**src/rtl/pc_flag_ctrl_pkg.sv**
```systemverilog
// pc_flag_ctrl_pkg
// Shared constants for the PC / flag controller:
//   - bit positions of the N, V and Z flags inside the 3-bit flag word
//   - the eight branch condition-code encodings (ccc)
//   - the RUN/HALT state encoding of the controller FSM
//   - a helper that turns the signed 9-bit word offset into a byte offset
package pc_flag_ctrl_pkg;

   // Flag word layout, shared by ALU FLAG output and flag register.
   localparam int FLAG_N = 0;
   localparam int FLAG_V = 1;
   localparam int FLAG_Z = 2;

   // Branch condition codes.
   localparam logic [2:0] CCC_ZC     = 3'b000; // Z == 0
   localparam logic [2:0] CCC_ZS     = 3'b001; // Z == 1
   localparam logic [2:0] CCC_GT     = 3'b010; // Z == 0 and N == 0
   localparam logic [2:0] CCC_LT     = 3'b011; // N == 1
   localparam logic [2:0] CCC_GE     = 3'b100; // Z == 1 or N == 0
   localparam logic [2:0] CCC_LE     = 3'b101; // N == 1 or Z == 1
   localparam logic [2:0] CCC_OVF    = 3'b110; // V == 1
   localparam logic [2:0] CCC_ALWAYS = 3'b111; // unconditional

   // Controller FSM encoding.
   localparam logic [0:0] ST_RUN  = 1'b0;
   localparam logic [0:0] ST_HALT = 1'b1;

   // Signed word offset -> byte offset: sign-extend to 15 bits, shift left 1.
   function automatic logic [15:0] word_off_to_bytes(input logic [8:0] imm9);
      return {{6{imm9[8]}}, imm9, 1'b0};
   endfunction

endpackage

```
**src/rtl/pc_flag_ctrl_cond.sv**
```systemverilog
// cond_eval
// Purely combinational branch condition evaluator.
// Ports:
//   ccc   in  3  condition code
//   flags in  3  flag word (bit0=N, bit1=V, bit2=Z)
//   cond  out 1  condition holds for the given flags
module cond_eval
   import pc_flag_ctrl_pkg::*;
(
   input  logic [2:0] ccc,
   input  logic [2:0] flags,
   output logic       cond
);

   logic n_f;
   logic v_f;
   logic z_f;

   assign n_f = flags[FLAG_N];
   assign v_f = flags[FLAG_V];
   assign z_f = flags[FLAG_Z];

   always_comb begin
      cond = 1'b0;
      unique case (ccc)
         CCC_ZC:     cond = ~z_f;
         CCC_ZS:     cond = z_f;
         CCC_GT:     cond = ~z_f & ~n_f;
         CCC_LT:     cond = n_f;
         CCC_GE:     cond = z_f | ~n_f;
         CCC_LE:     cond = n_f | z_f;
         CCC_OVF:    cond = v_f;
         CCC_ALWAYS: cond = 1'b1;
         default:    cond = 1'b0;
      endcase
   end

endmodule

```
**src/rtl/pc_flag_ctrl.sv**
```systemverilog
// pc_flag_ctrl
// Program counter, flag register and RUN/HALT control for a small 16-bit core.
// Ports:
//   clk        in  1   system clock, rising edge
//   rst        in  1   asynchronous active-high reset
//   flag_in    in  3   ALU flags (bit0=N, bit1=V, bit2=Z)
//   flag_we    in  1   load flag_in into the flag register
//   branch     in  1   conditional PC-relative branch (B)
//   branch_reg in  1   conditional register branch (BR), wins over B
//   ccc        in  3   branch condition code
//   imm9       in  9   signed word offset for B
//   reg_target in  16  byte target for BR (bit0 ignored)
//   halt       in  1   halt request
//   pc_out     out 16  current fetch address
//   pc_plus2   out 16  pc_out + 2
//   flag_out   out 3   registered flags
//   taken      out 1   a branch is taken this cycle
//   halted     out 1   FSM is in HALT (this is the full FSM state view)
//
// Handshake: none; every input is sampled as a level on each rising edge,
// and taken is a same-cycle combinational view of the branch decision.
module pc_flag_ctrl
   import pc_flag_ctrl_pkg::*;
#(
   parameter logic [15:0] RESET_PC = 16'h0000
)(
   input  logic        clk,
   input  logic        rst,
   input  logic [2:0]  flag_in,
   input  logic        flag_we,
   input  logic        branch,
   input  logic        branch_reg,
   input  logic [2:0]  ccc,
   input  logic [8:0]  imm9,
   input  logic [15:0] reg_target,
   input  logic        halt,
   output logic [15:0] pc_out,
   output logic [15:0] pc_plus2,
   output logic [2:0]  flag_out,
   output logic        taken,
   output logic        halted
);

   logic [0:0]  state_q, state_d;
   logic [15:0] pc_q,    pc_d;
   logic [2:0]  flag_q,  flag_d;

   logic [15:0] seq_pc;
   logic [15:0] b_target;
   logic [15:0] br_target;
   logic        cond;
   logic        advance;

   // Sequential address and PC-relative target use their own adders.
   assign seq_pc    = pc_q + 16'd2;
   assign b_target  = seq_pc + word_off_to_bytes(imm9);
   assign br_target = {reg_target[15:1], 1'b0};

   // Decision always looks at the registered flags, so a same-cycle flag
   // write cannot influence the branch it accompanies.
   cond_eval u_cond (
      .ccc   (ccc),
      .flags (flag_q),
      .cond  (cond)
   );

   // The PC and flags only move in RUN without a halt request. rst is
   // included so taken stays low for the whole reset pulse.
   assign advance = (state_q == ST_RUN) & ~halt & ~rst;
   assign taken   = (branch | branch_reg) & cond & advance;

   always_comb begin
      state_d = state_q;
      pc_d    = pc_q;
      flag_d  = flag_q;
      if (state_q == ST_RUN) begin
         if (halt) begin
            state_d = ST_HALT;
         end else begin
            if (taken) begin
               pc_d = branch_reg ? br_target : b_target;
            end else begin
               pc_d = seq_pc;
            end
            if (flag_we) begin
               flag_d = flag_in;
            end
         end
      end
   end

   always_ff @(posedge clk or posedge rst) begin
      if (rst) begin
         state_q <= ST_RUN;
         pc_q    <= RESET_PC;
         flag_q  <= 3'b000;
      end else begin
         state_q <= state_d;
         pc_q    <= pc_d;
         flag_q  <= flag_d;
      end
   end

   assign pc_out   = pc_q;
   assign pc_plus2 = seq_pc;
   assign flag_out = flag_q;
   assign halted   = (state_q == ST_HALT);

endmodule
```
**config.mk**
```make
export PLATFORM = sky130hd
export DESIGN_NAME = pc_flag_ctrl
export DESIGN_NICKNAME = d
export VERILOG_FILES = /design/src/rtl/pc_flag_ctrl_pkg.sv /design/src/rtl/pc_flag_ctrl_cond.sv /design/src/rtl/pc_flag_ctrl.sv
export SDC_FILE = /design/constraint.sdc
export NUM_CORES = 1
export LEC_CHECK = 0
export CORE_MARGIN = 8
export CORE_UTILIZATION = 45
export DETAILED_ROUTE_END_ITERATION = 8
export GPL_TIMING_DRIVEN = 1
export PLACE_DENSITY = 0.91
export SLEW_MARGIN = 5
export SYNTH_ARGS = -nofsm -noshare
export SYNTH_HDL_FRONTEND = slang
export SYNTH_SLANG_ARGS = --single-unit
```
**constraint.sdc**
```tcl
create_clock -name clk -period 3.58 [get_ports clk]
set_clock_uncertainty 0.05 [all_clocks]
set_input_delay 0.358 -clock clk [delete_from_list [all_inputs] [get_ports clk]]
set_output_delay 0.358 -clock clk [all_outputs]
set_load 0.01 [all_outputs]
```
After elaboration in Yosys (flattened, before gate mapping)
Cells that the tools add are included.
{"block": "op_classes", "add_sub_neg": 2, "n_eq_ne": 7, "n_mux": 5, "n_bitwise": 13, "reduce_logical": 3}
{"op": "16-bit 2-to-1 mux", "count": 2}
{"op": "16-bit adder", "count": 1}
{"op": "16-bit by 2-bit adder with 16-bit output (second input constant)", "count": 1}
{"op": "3-bit equality test (second input constant)", "count": 4}
{"op": "1-bit one-hot mux with 8 select lines", "count": 1}
{"op": "3-bit by 2-bit equality test with 1-bit output (second input constant)", "count": 2}
{"op": "1-bit AND", "count": 5}
{"op": "1-bit inverter", "count": 5}
{"op": "3-bit by 1-bit equality test with 1-bit output (second input constant)", "count": 1}
{"op": "3-bit zero test", "count": 1}
{"op": "1-bit bitwise OR", "count": 3}
{"op": "3-bit AND reduction", "count": 1}
{"op": "1-bit 2-to-1 mux", "count": 2}
{"op": "2-bit AND reduction", "count": 1}
{"block": "word_totals", "regBits": 20, "in_bits": 37, "output_inout_bits": 37, "elab_cells": 33}

Longest topological paths before layout
{"block": "logic_depth", "depth_word": 6, "ltp_mapped": 13, "depth_no_buf": 13}

Cells and area by module
From an unflattened synthesis, not the netlist that was laid out.
{"block": "unflattened", "hier_cells": 259, "hier_area_um2": 2117.0}
{"module": "pc_flag_ctrl", "instances": 1, "cells_each": 248, "area_each_um2": 2040.7, "seq_area_each_um2": 475.5}
{"module": "cond_eval", "instances": 1, "cells_each": 11, "area_each_um2": 76.3, "seq_area_each_um2": 0.0}

Worst setup path before layout
OpenSTA, ideal clock, no wires.
{"block": "synth_timing", "path_kind": "flip-flop to flip-flop", "from": "reg pc_q[3] (netlist: pc_out[3])", "to": "reg pc_q[15] (netlist: pc_out[15])", "setup_time_ns": 0.129, "arrival_time_ns": 2.910, "required_time_ns": 3.401, "path_slack_ns": 0.490, "path_stages_with_launch": 14, "path_buffers": 0, "period_less_slack_ns": 3.090, "path_cell_list": "dfrtp_1 -> and3_1 -> nand3_1 -> nor2_1 -> nand4_1 -> xnor2_1 -> ha_1 -> a21oi_1 -> and4b_1 -> a31oi_1 -> and2_1 -> a211oi_1 -> mux2i_1 -> a22oi_1"}
{"block": "synth_via", "elab_chain_len": 4}
{"item": "start: declaration", "line_no": "pc_flag_ctrl.sv:45", "rtl": "logic [15:0] pc_q, pc_d;"}
{"item": "start signal: assignment", "line_no": "pc_flag_ctrl.sv:99", "rtl": "pc_q <= pc_d;"}
{"item": "16-bit by 2-bit adder with 16-bit output", "line_no": "pc_flag_ctrl.sv:55", "rtl": "assign seq_pc = pc_q + 16'd2;"}
{"item": "named net pc_plus2[10]", "line_no": "pc_flag_ctrl.sv:38", "rtl": "output logic [15:0] pc_plus2,"}
{"item": "16-bit adder", "line_no": "pc_flag_ctrl.sv:56", "rtl": "assign b_target = seq_pc + word_off_to_bytes(imm9);"}
{"item": "16-bit 2-to-1 mux", "line_no": "pc_flag_ctrl.sv:81", "rtl": "pc_d = branch_reg ? br_target : b_target;"}
{"item": "16-bit 2-to-1 mux", "line_no": "pc_flag_ctrl.sv:80", "rtl": "if (taken) begin"}
The timed path passes the listed nets, and every way through them passes these cells.
A chain may end at the register's enable or synchronous reset.

Final worst setup path
{"block": "layout_timing", "from": "reg pc_q[1] (netlist: pc_out[1])", "to": "reg pc_q[15] (netlist: pc_out[15])"}
{"block": "layout_via", "elab_chain_len": 4}
{"item": "16-bit by 2-bit adder with 16-bit output (*)", "line_no": "pc_flag_ctrl.sv:55"}
{"item": "16-bit adder", "line_no": "pc_flag_ctrl.sv:56"}
{"item": "16-bit 2-to-1 mux", "line_no": "pc_flag_ctrl.sv:81"}
{"item": "16-bit 2-to-1 mux (*)", "line_no": "pc_flag_ctrl.sv:80"}
Mark *: on every way between the ends. The rest lies on a longest branch, timed or not.

==> out/summary.txt <==
Root Driver = clkbuf_8
Area after DPL = 0.00289 mm²
Ant. Diodes = 0
most frequent cells in the layout = clkdlybuf4s50_1, nand2_1, dfrtp_1
Core Area = 0.00463 mm²
H-tree lvl count = 1
Worst-Margin Slew = 0.736 ns
die width = 84.6 µm
pwr dens = 289 mW/mm²
Final setup viols = 0
TritonCTS buffer count = 3
fin nets = 395
initial antenna violation count = 0
clk sinks = 19
final hold viol count = 0
Residual DRC = 0
vias post-DR = 2255
final antenna-violating net count = 0
drt first-iter violations = 113
vias in the first global route = 2233
leading area contributor after synthesis = dfrtp_1
DR WL/cell = 16.7 µm
CTS clk-pin slew, worst paths = 0.08 ns
most area-consuming cells after synthesis = dfrtp_1, ha_1, xnor2_1
RD Place Congestion = 0.945
ys flop type = dfrtp_1
Avg Cell Area, Syn = 7.95 µm²
Seq cells post-synth = 19
critical path required time = 3.68 ns
Post-Route WL = 6550 µm
final setup TNS = 0 ns
RSZ-0062 raised after global routing = false
Final Cycle Share = 92.2%
flop-to-flop setup slack = 0.28 ns
outcome = finished clean
Rows = 25
Worst setup EP type = flip-flop
first-pass GRT wire length = 10900 µm
Final Max Slew Viols = 0
Slew headroom = 50.9%
Via density = 5.75
I/O Pins = 74
P_leak = 0.00125 µW
Seq/Total Area, Yosys = 22.5%
worst r2r dst = pc_out[15]
largest net degree at the start of global routing = 26
area delta synth->final = 39.4%
fin area = 0.00295 mm²
top cell type's share of synthesized area = 22.5%
router iterations before antenna repair = 4
TritonCTS clock tree = built
critical path class = reg2reg
Post-synth EDFFs = 0
Ys Warns = 0
share of cells above drive strength 1 = 7.69%
port bufs = 70
CP max FO = 7
commonest non-fill, non-tap cell in the layout = clkdlybuf4s50_1
Worst Setup EP = pc_out[15]
Worst R2R Start = pc_out[1]
Die Y = 84.6 µm
gr ovfl total = 0
Max-cap violations = 0
post-synth cell types = 58
critical path arrival = 3.40 ns
FMAX = 303 MHz
die area = 0.00715 mm²
cell depth of the worst flop-to-flop path = 12
hpwl dp = 5200 µm
Initial Utilization = 45.7%
Post-Syn Instances = 266
Post-CTS Hold Buffers = 0
Async S/R FF share, synth = 100%
Worst Hold Class = in2async
Clock Tree Buf Depth = 2
Worst-Skew Late Latency = 0.27 ns
GRT Total Usage = 18.4%
Period minus WS final = 3.30 ns
Mapped Area = 0.00212 mm²
fillers = 418
VDD IR max = 152 µV
startpoint types = flip-flop
CP startpoint = pc_out[1]
kinds of logic (layout without fill, tap and decap cells):
logic type	count (synthesis)	after routing	share of synthesized area [%]
and+or+nand+nor	94	94	23.1
AOI/OAI and AO/OA	76	76	23.2
buffers and inverters	28	99	6.03
xor gates and xnor gates	23	23	10.4
adders and majority gates	19	19	11.6
DFF	19	19	22.5
muxes	6	6	3.02
other	1	2	0.177
final cells by class:
type                       count  area (µm²)  area share [%]
sequential                    19         475            16.1
tap                           54        67.6            2.29
timing repair buffer          80         776            26.3
clock inverter                 1        7.51           0.255
multi-input combinational    220        1520            51.6
clock buffer                   3        41.3            1.40
inverter                      15        58.8            1.99
report_power, final:
group / internal [µW] / leakage (µW) / total [µW] / switching (µW)
sequential: 231 / 0.000237 / 259 / 27.6
clock: 78.7 / 0.0000217 / 161 / 82.6
combinational: 222 / 0.000988 / 432 / 211
total: 532 / 0.00125 / 853 / 321
synthesized netlist by cell type, types with 4 or more instances:
library cell	instances
nor2b_1	4
clkbuf_1	6
nand3_1	13
o21ai_1	6
a211oi_1	4
ha_1	18
inv_1	14
o21ai_0	15
and3_1	6
a21oi_1	18
nand2_1	33
xor2_1	5
nand2b_1	7
xnor2_1	17
dfrtp_1	19
nor2_1	14
sequential cells by signal (all words and copies together), names as in the netlist:
register,cells
halted,1
pc_out,15
flag_out,3
how the worst min path moves through the flow:
stage,start,endpoint,slack [ns]
after floorplan,rst,flag_out[0],0.26
after global placement,flag_out[0],flag_out[0],0.47
after CTS,flag_out[1],flag_out[1],0.50
after global routing,flag_out[1],flag_out[1],0.53
final,rst,pc_out[15],0.50
after detailed placement,flag_out[1],flag_out[1],0.48
worst max-delay path, cell delays in order (launching register included):
cell	delay [ns]
dfrtp_1	0.48
ha_1	0.28
and3_1	0.27
nand2_1	0.13
xnor2_1	0.32
ha_1	0.25
a21oi_1	0.11
and4b_1	0.21
a31oi_1	0.23
a21oi_1	0.11
a211oi_1	0.40
mux2i_1	0.24
a22oi_1	0.09
per-layer routing:
| layer | global-route usage [%] | up-vias | wire length (µm) |
|---|---|---|---|
| li1 | - | 1104 | - |
| met4 | 7.61 | 0 | 142 |
| met1 | 20.9 | 1056 | 2770 |
| met5 | 0 | - | 0 |
| met3 | 5.17 | 11 | 490 |
| met2 | 31.6 | 84 | 3150 |
per-stage QoR:
stage          total power [µW]  util (%)  instances  setup slack (ns)  hold slack, ns
2_1_floorplan               508         -        267             0.490           0.259
3_3_place_gp                681      62.5        388             0.375           0.470
3_5_place_dp                691      62.5        388             0.249           0.482
4_1_cts                     851      63.6        392             0.221           0.499
5_1_grt                     905      63.7        392            0.0466           0.535
6_report                    853      63.7        392             0.281           0.501
what timing repair did:
item / 4_1_cts / 5_1_grt
gates resized for setup: 0 / 2
setup endpoints to repair: 0 / 2
setup buffers: 0 / 0
Note: power is estimated with default switching activity, not from simulation.
